## config.mk

```make
export PLATFORM = sky130hd
export DESIGN_NAME = status_branch_unit
export DESIGN_NICKNAME = d
export VERILOG_FILES = /design/src/rtl/status_branch_unit.sv
export SDC_FILE = /design/constraint.sdc
export NUM_CORES = 1
export LEC_CHECK = 0
export ABC_AREA = 1
export CORE_MARGIN = 4
export CORE_UTILIZATION = 39
export DETAILED_ROUTE_END_ITERATION = 10
export PLACE_DENSITY = 0.77
export SLEW_MARGIN = 20
export SYNTH_ARGS = -nofsm -noshare
export SYNTH_HDL_FRONTEND = slang
export SYNTH_SLANG_ARGS = --single-unit
```

## constraint.sdc

```tcl
create_clock -name clk -period 1.7 [get_ports clk]
set_input_delay 0.34 -clock clk [delete_from_list [all_inputs] [get_ports clk]]
set_output_delay 0.34 -clock clk [all_outputs]
set_load 0.05 [all_outputs]
```

## src/rtl/status_branch_unit.sv

```systemverilog
// Holds the ALU Z/N/V status flags, resolves flag-conditioned branches and performs the
// optional link-register write through a req/ack handshake with a timeout.
module status_branch_unit #(
    parameter int unsigned WIDTH    = 32,
    parameter int unsigned LINK_REG = 31,
    parameter int unsigned TIMEOUT  = 8
) (
    input  logic             clk,
    input  logic             reset,
    input  logic             flag_valid,
    input  logic             flag_z,
    input  logic             flag_n,
    input  logic             flag_v,
    input  logic             br_valid,
    input  logic [2:0]       br_cond,
    input  logic             br_link,
    input  logic [WIDTH-1:0] br_target,
    input  logic [WIDTH-1:0] pc_plus4,
    input  logic             link_ack,
    output logic             statusZ,
    output logic             statusN,
    output logic             statusV,
    output logic             take_branch,
    output logic [WIDTH-1:0] pc_target,
    output logic             link_we,
    output logic [4:0]       link_addr,
    output logic [WIDTH-1:0] link_data,
    output logic             stall,
    output logic             link_err
);

    localparam int unsigned    CW        = $clog2(TIMEOUT + 1);
    localparam logic [CW-1:0]  CNT_LAST  = CW'(TIMEOUT - 1);
    localparam logic [4:0]     LINK_ADDR = 5'(LINK_REG);

    typedef enum logic [0:0] {IDLE, LINK_WAIT} state_t;

    state_t        state;
    logic [CW-1:0] count;
    logic          cond_true;

    // Branches see the flags held before this edge, never a same-cycle flag_valid.
    always_comb begin
        cond_true = 1'b0;
        case (br_cond)
            3'b000:  cond_true = 1'b0;
            3'b001:  cond_true = 1'b1;
            3'b010:  cond_true = statusZ;
            3'b011:  cond_true = !statusZ;
            3'b100:  cond_true = statusN;
            3'b101:  cond_true = statusN | statusZ;
            3'b110:  cond_true = statusV;
            default: cond_true = !statusN & !statusZ;
        endcase
    end

    always_ff @(posedge clk) begin
        if (reset) begin
            state       <= IDLE;
            count       <= '0;
            statusZ     <= 1'b0;
            statusN     <= 1'b0;
            statusV     <= 1'b0;
            take_branch <= 1'b0;
            pc_target   <= '0;
            link_we     <= 1'b0;
            link_addr   <= '0;
            link_data   <= '0;
            stall       <= 1'b0;
            link_err    <= 1'b0;
        end else begin
            take_branch <= 1'b0;
            link_err    <= 1'b0;
            if (flag_valid) begin
                statusZ <= flag_z;
                statusN <= flag_n;
                statusV <= flag_v;
            end
            case (state)
                IDLE: begin
                    if (br_valid && cond_true) begin
                        take_branch <= 1'b1;
                        pc_target   <= br_target;
                        if (br_link) begin
                            link_data <= pc_plus4;
                            link_we   <= 1'b1;
                            link_addr <= LINK_ADDR;
                            stall     <= 1'b1;
                            count     <= '0;
                            state     <= LINK_WAIT;
                        end
                    end
                end
                LINK_WAIT: begin
                    if (link_ack || count == CNT_LAST) begin
                        link_err  <= !link_ack;
                        link_we   <= 1'b0;
                        link_addr <= '0;
                        stall     <= 1'b0;
                        state     <= IDLE;
                    end else begin
                        count <= count + CW'(1);
                    end
                end
                default: state <= IDLE;
            endcase
        end
    end

endmodule

```

==> flow_metrics.tcl, run 1 <==
set metrics [dict create \
    gr-total-overflow 0 \
    cts_hold_buffers 0 \
    slew_violations 0 \
    async_flop_share_pct 0 \
    vias 2915 \
    grt_max_degree 38 \
    min-delay-path-class "flop to flop" \
    cts_sinks 75 \
    finalClockSkew_ns 0.00696 \
    synth_top_area_share_pct 52.7 \
    nNetsFinal 587 \
    setup_viol 0 \
    syn_inst 362 \
    rows 30 \
    rsz0062_at_grt "false" \
    grt_use_total_pct 18.5 \
    fmax_ghz 0.666 \
    syn_area_per_cell_um2 7.87 \
    required_ns 1.92 \
    cts_buffer_depth 2 \
    dieArea_mm2 0.00874 \
    wl_per_cell_um 13.6 \
    ys_ff_latch 75 \
    ys_seq_area_share_pct 52.7 \
    via_per_inst 4.77 \
    first_global_vias 2848 \
    antenna_found_initial 0 \
    post_cts.repair.setup_buffers 0 \
    worst-r2r-setup-slack_ns 0.35 \
    drc 0 \
    postLayoutCoreUtil_pct 66.6 \
    coreArea_mm2 0.00694 \
    htree_num_levels 3 \
    power.leakage_uw 0.00194 \
    relSlewSlack_pct 85.6 \
    fin_area_mm2 0.00463 \
    grt_first_pass_wirelength_um 13100 \
    multi_input_comb_area_mm2 0.00111 \
    final.min_clock_period_ns 1.50 \
    synth_cell_types 24 \
    dp_hpwl_um 6290 \
    finalHoldViolations 0 \
    areaGrowthSynthToFinish_pct 62.3 \
    endpoint_kind "flop" \
    holdWs_ns 0.467 \
    dp_cells 595 \
    port_buffers 151 \
    reg2reg_to "count[1]" \
    whs_path_depth 2 \
    synth_area_leaders "dfxtp_1 (53%), nor2_1 (9.9%), a21oi_1 (6.8%), nand3_1 (6.5%), o21ai_0 (6.3%)" \
    startpoint_type "input pin" \
    die_w_um 93.5 \
    period_share_pct 88.4 \
    syn-num-nets 439 \
    clk_latency_ns 0.33 \
    hold_start "link_data[4]" \
    drt-initial-drc-count 122 \
    arrival_ns 1.73 \
    yosysWarnings 0 \
    clock_tree.root_cell "clkbuf_8" \
    synth_common_cells "dfxtp_1 (75), nor2_1 (75), nand2_1 (47)" \
    start_util_pct 41.0 \
    synth_edf_count 0 \
    cts_tree "done" \
    clkTransAtPathRegs_ns 0.08 \
    cap_violations 0 \
    dr.pass1.iters 4 \
    mappedNetlistArea_mm2 0.00285 \
    instances_no_fill 611 \
    reg2regPathDepth 8 \
    hold_path_end "link_data[4]" \
    regToRegStartpoint "statusZ" \
    tightest_slew_ns 0.216 \
    num_antenna_cells 0 \
    drt_wl_total_um 8330 \
    top_level_ports 152 \
    ff_latch_area_mm2 0.00150 \
    max-vdd-ir-drop_uv 651 \
    crit_fanout 4 \
    routabilityCongestion 0.816 \
    final_antenna_net_count 0 \
    yosysTopAreaCell "dfxtp_1" \
    cts_resized 0 \
    powerDensity_mw_per_mm2 1020 \
    postPlaceCellArea_mm2 0.00439 \
    die_y_um 93.5 \
    layout-drive-gt1-share_pct 21.9 \
    status "completed" \
    ys.flop_type "dfxtp_1" \
    fill_cells 574 \
    cts_made_buffers 9 \
    path_class "input pin to flop" \
]
## stage by stage
step           total power (µW)  worst slack [ns]  TNS (ns)
2_1_floorplan              2640             0.114         0
3_3_place_gp               3110           -0.0820     -3.94
3_5_place_dp               3130            -0.150     -6.80
4_1_cts                    4740             0.207         0
5_1_grt                    4900             0.134         0
6_report                   4700             0.198         0
## state kept, by name (all words and copies together) (netlist names)
signal and count:
statusV 1, pc_target 32, link_data 32, link_addr 1, take_branch 1, link_err 1
state 1, count 4, statusZ 1, statusN 1
## where the power goes
part / switching (µW) / total [µW] / internal [µW]
clock network: 648 / 1620 / 972
registers: 60.7 / 1930 / 1870
logic: 693 / 1150 / 460
total: 1400 / 4700 / 3300
## worst max-delay path by stage
stage | startpoint | endpoint | depth (start not counted)
finish | br_cond[0] | count[1] | 9
global route | br_cond[2] | link_data[9] | 10
CTS | br_cond[0] | count[1] | 9
detailed placement | br_cond[0] | link_data[9] | 10
global placement | br_cond[0] | count[1] | 9
floorplan | statusZ | link_data[0] | 9
## kinds of logic (layout without fill, tap and decap cells)
family	after synthesis	in the layout	synth area share [%]
buffers and inverters	42	195	8.34
XOR/XNOR	1	1	0.307
AO/OA/AOI/OAI	77	77	13.7
flip-flops	75	75	52.7
AND/OR/NAND/NOR	166	166	24.6
adder cells (fa/ha/maj)	1	1	0.439
## area by class of cell
type	count	share of cell area, %
Timing Repair Buffer	167	34.7
Sequential cell	75	32.4
Multi-Input combinational cell	245	24.0
Clock buffer	9	2.68
Tap cell	96	2.60
Clock inverter	7	2.51
Inverter	12	1.08
## per-layer routing
layer | wire (µm) | global-route usage (%)
met1 | 3320 | 21.6
met2 | 4410 | 32.6
met3 | 455 | 3.70
met4 | 144 | 8.18
met5 | 0 | 0
## critical path, stage by stage
cell and delay, ns:
clkdlybuf4s50_1 0.50, inv_1 0.06, nor2_1 0.09, nand3_1 0.09, nand3_2 0.12, nand3_2 0.14
buf_4 0.18, a21boi_0 0.14, nor2_1 0.06
## cells in the final DEF, fill, tap and decap left out
master and n:
a21boi_0 1, a21oi_1 39, a31oi_1 1, buf_12 13, buf_4 79, bufinv_16 3, clkbuf_8 9, clkdlybuf4s50_1 75
clkinv_2 2, clkinv_4 2, clkinvlp_4 1, dfxtp_1 75, ha_1 1, inv_1 11, nand2_1 47, nand2_2 1
nand2_4 1, nand3_1 37, nand3_2 2, nand3b_1 1, nor2_1 75, o21ai_0 36, or2_1 1, or3_1 1
xor2_1 1
Note: power is estimated with default switching activity, not from simulation.
==> run 2, diff against run 1 <==
--- a/config.mk
+++ b/config.mk
@@ -6,9 +6,10 @@
 export NUM_CORES = 1
 export LEC_CHECK = 0
 export ABC_AREA = 1
-export CORE_MARGIN = 4
+export CORE_MARGIN = 3
 export CORE_UTILIZATION = 39
 export DETAILED_ROUTE_END_ITERATION = 10
+export GPL_ROUTABILITY_DRIVEN = 0
 export PLACE_DENSITY = 0.77
 export SLEW_MARGIN = 20
 export SYNTH_ARGS = -nofsm -noshare
==> run 2 against run 1 <==
Clock power is 19% lower. Register-to-register slack hardly changed. Final cell count fell by 0.49%. Core utilization decreased by 0.90 points. Final area is 1.4% lower. Largest cell class unchanged. Critical endpoint unchanged. Sequential power is essentially flat. Total power is 6.5% lower. Global-route usage is 0.19 points higher. Clock-buffer cell count rose by 5. Critical path type unchanged. Critical path depth is the same. First-iteration DRC count up 23%.
==> flow_metrics.tcl, run 2 (synthesis gave the netlist of run 1 again) <==
set metrics [dict create \
    die_y_um 91.5 \
    drt_wl_total_um 8000 \
    power_frac_seq_pct 43.8 \
    layout-drive-gt1-share_pct 20.7 \
    clock_tree.root_cell "clkbuf_8" \
    crit_fanout 8 \
    cts_buffer_depth 2 \
    coreArea_mm2 0.00694 \
    min-delay-path-class "flop to flop" \
    p_switching_uw 1350 \
    num_antenna_cells 0 \
    powerDensity_mw_per_mm2 963 \
    drt-initial-drc-count 150 \
    ff_latch_area_mm2 0.00150 \
    fill_cells 587 \
    drc 0 \
    final_antenna_net_count 0 \
    start_util_pct 41.0 \
    grt_max_degree 38 \
    postLayoutCoreUtil_pct 65.7 \
    holdWs_ns 0.465 \
    cap_violations 0 \
    nNetsFinal 584 \
    cts_resized 0 \
    cts_sinks 75 \
    whs_path_depth 2 \
    setup-tns-final_ns 0 \
    switching_share_pct 30.7 \
    gr-total-overflow 0 \
    path_class "input pin to flop" \
    cts_tree "done" \
    grt_use_total_pct 18.7 \
    endpoint_kind "flop" \
    finalClockSkew_ns 0.00712 \
    status "completed" \
    p_clk_share_pct 30.1 \
    clk_latency_ns 0.33 \
    finalPower_uw 4390 \
    fmax_ghz 0.665 \
    cts_hold_buffers 0 \
    top_level_ports 152 \
    combinationalPowerShare_pct 26.1 \
    via_per_inst 4.72 \
    port_buffers 151 \
    vias 2867 \
    instances_no_fill 608 \
    tightest_slew_ns 0.218 \
    reg2regPathDepth 5 \
    power.leakage_uw 0.00191 \
    first_global_vias 2643 \
    dr.pass1.iters 5 \
    dp_cells 592 \
    p_int_uw 3040 \
    rsz0062_at_grt "false" \
    multi_input_comb_area_mm2 0.00111 \
    startpoint_type "input pin" \
    cts_made_buffers 9 \
    rows 30 \
    arrival_ns 1.72 \
    finalHoldViolations 0 \
    htree_num_levels 3 \
    antenna_found_initial 0 \
    required_ns 1.92 \
    reg_top3 "link_data x32, pc_target x32, count x4" \
    post_cts.repair.setup_buffers 0 \
    period_share_pct 88.4 \
    die_w_um 91.5 \
    max-vdd-ir-drop_uv 512 \
    setup_viol 0 \
    grt_first_pass_wirelength_um 12800 \
    final.min_clock_period_ns 1.50 \
    clkTransAtPathRegs_ns 0.07 \
    dieArea_mm2 0.00837 \
    relSlewSlack_pct 85.4 \
    dp_hpwl_um 5790 \
    wl_per_cell_um 13.2 \
    areaGrowthSynthToFinish_pct 60.1 \
    layout_common_cells "nor2_1 (75), dfxtp_1 (75), clkdlybuf4s50_1 (75), buf_4 (75), nand2_1 (47)" \
    slew_violations 0 \
]
[run 2: final cells by class]
class	count	area share (%)
clock buffer	14	3.34
clock inverter	2	0.768
inverter	12	1.10
multi-input combinational	245	24.3
sequential	75	32.9
tap	96	2.63
timing repair buffer	164	34.9
[run 2: worst max-delay path: stages]
cell	delay [ns]
clkdlybuf4s50_1	0.50
inv_1	0.05
nor2_1	0.09
nand3_1	0.09
nand3_2	0.12
nand3_2	0.11
buf_4	0.18
a21boi_0	0.17
nor2_1	0.07
[run 2: final timing paths]
check / start / to / slack (ns)
min reg2reg: link_data[16] / link_data[16] / 0.47
max reg2reg: count[0] / count[1] / 0.34
max: br_cond[0] / count[1] / 0.20
min: link_data[16] / link_data[16] / 0.47
[run 2: per-stage QoR]
step | setup WS (ns) | area (µm²)
3_3_place_gp | -0.0723 | 4380
6_report | 0.196 | 4560
5_1_grt | 0.104 | 4560
2_1_floorplan | 0.114 | 2850
3_5_place_dp | -0.142 | 4380
4_1_cts | 0.206 | 4560
[run 2: routing by layer]
layer | GRT usage [%] | wire length, µm | share of wire (%)
met1 | 22.4 | 3370 | 42
met3 | 4.06 | 463 | 5.8
met2 | 31.5 | 3950 | 49
met5 | 0 | 0 | 0
met4 | 9.42 | 214 | 2.7
[run 2: power groups by stage]
stage	clock network, µW	registers [µW]	logic [µW]
after floorplan	0	2320	320
after global placement	0	1960	1140
after detailed placement	0	1970	1150
after CTS	1360	1930	1160
after global routing	1430	1940	1210
final	1320	1930	1150
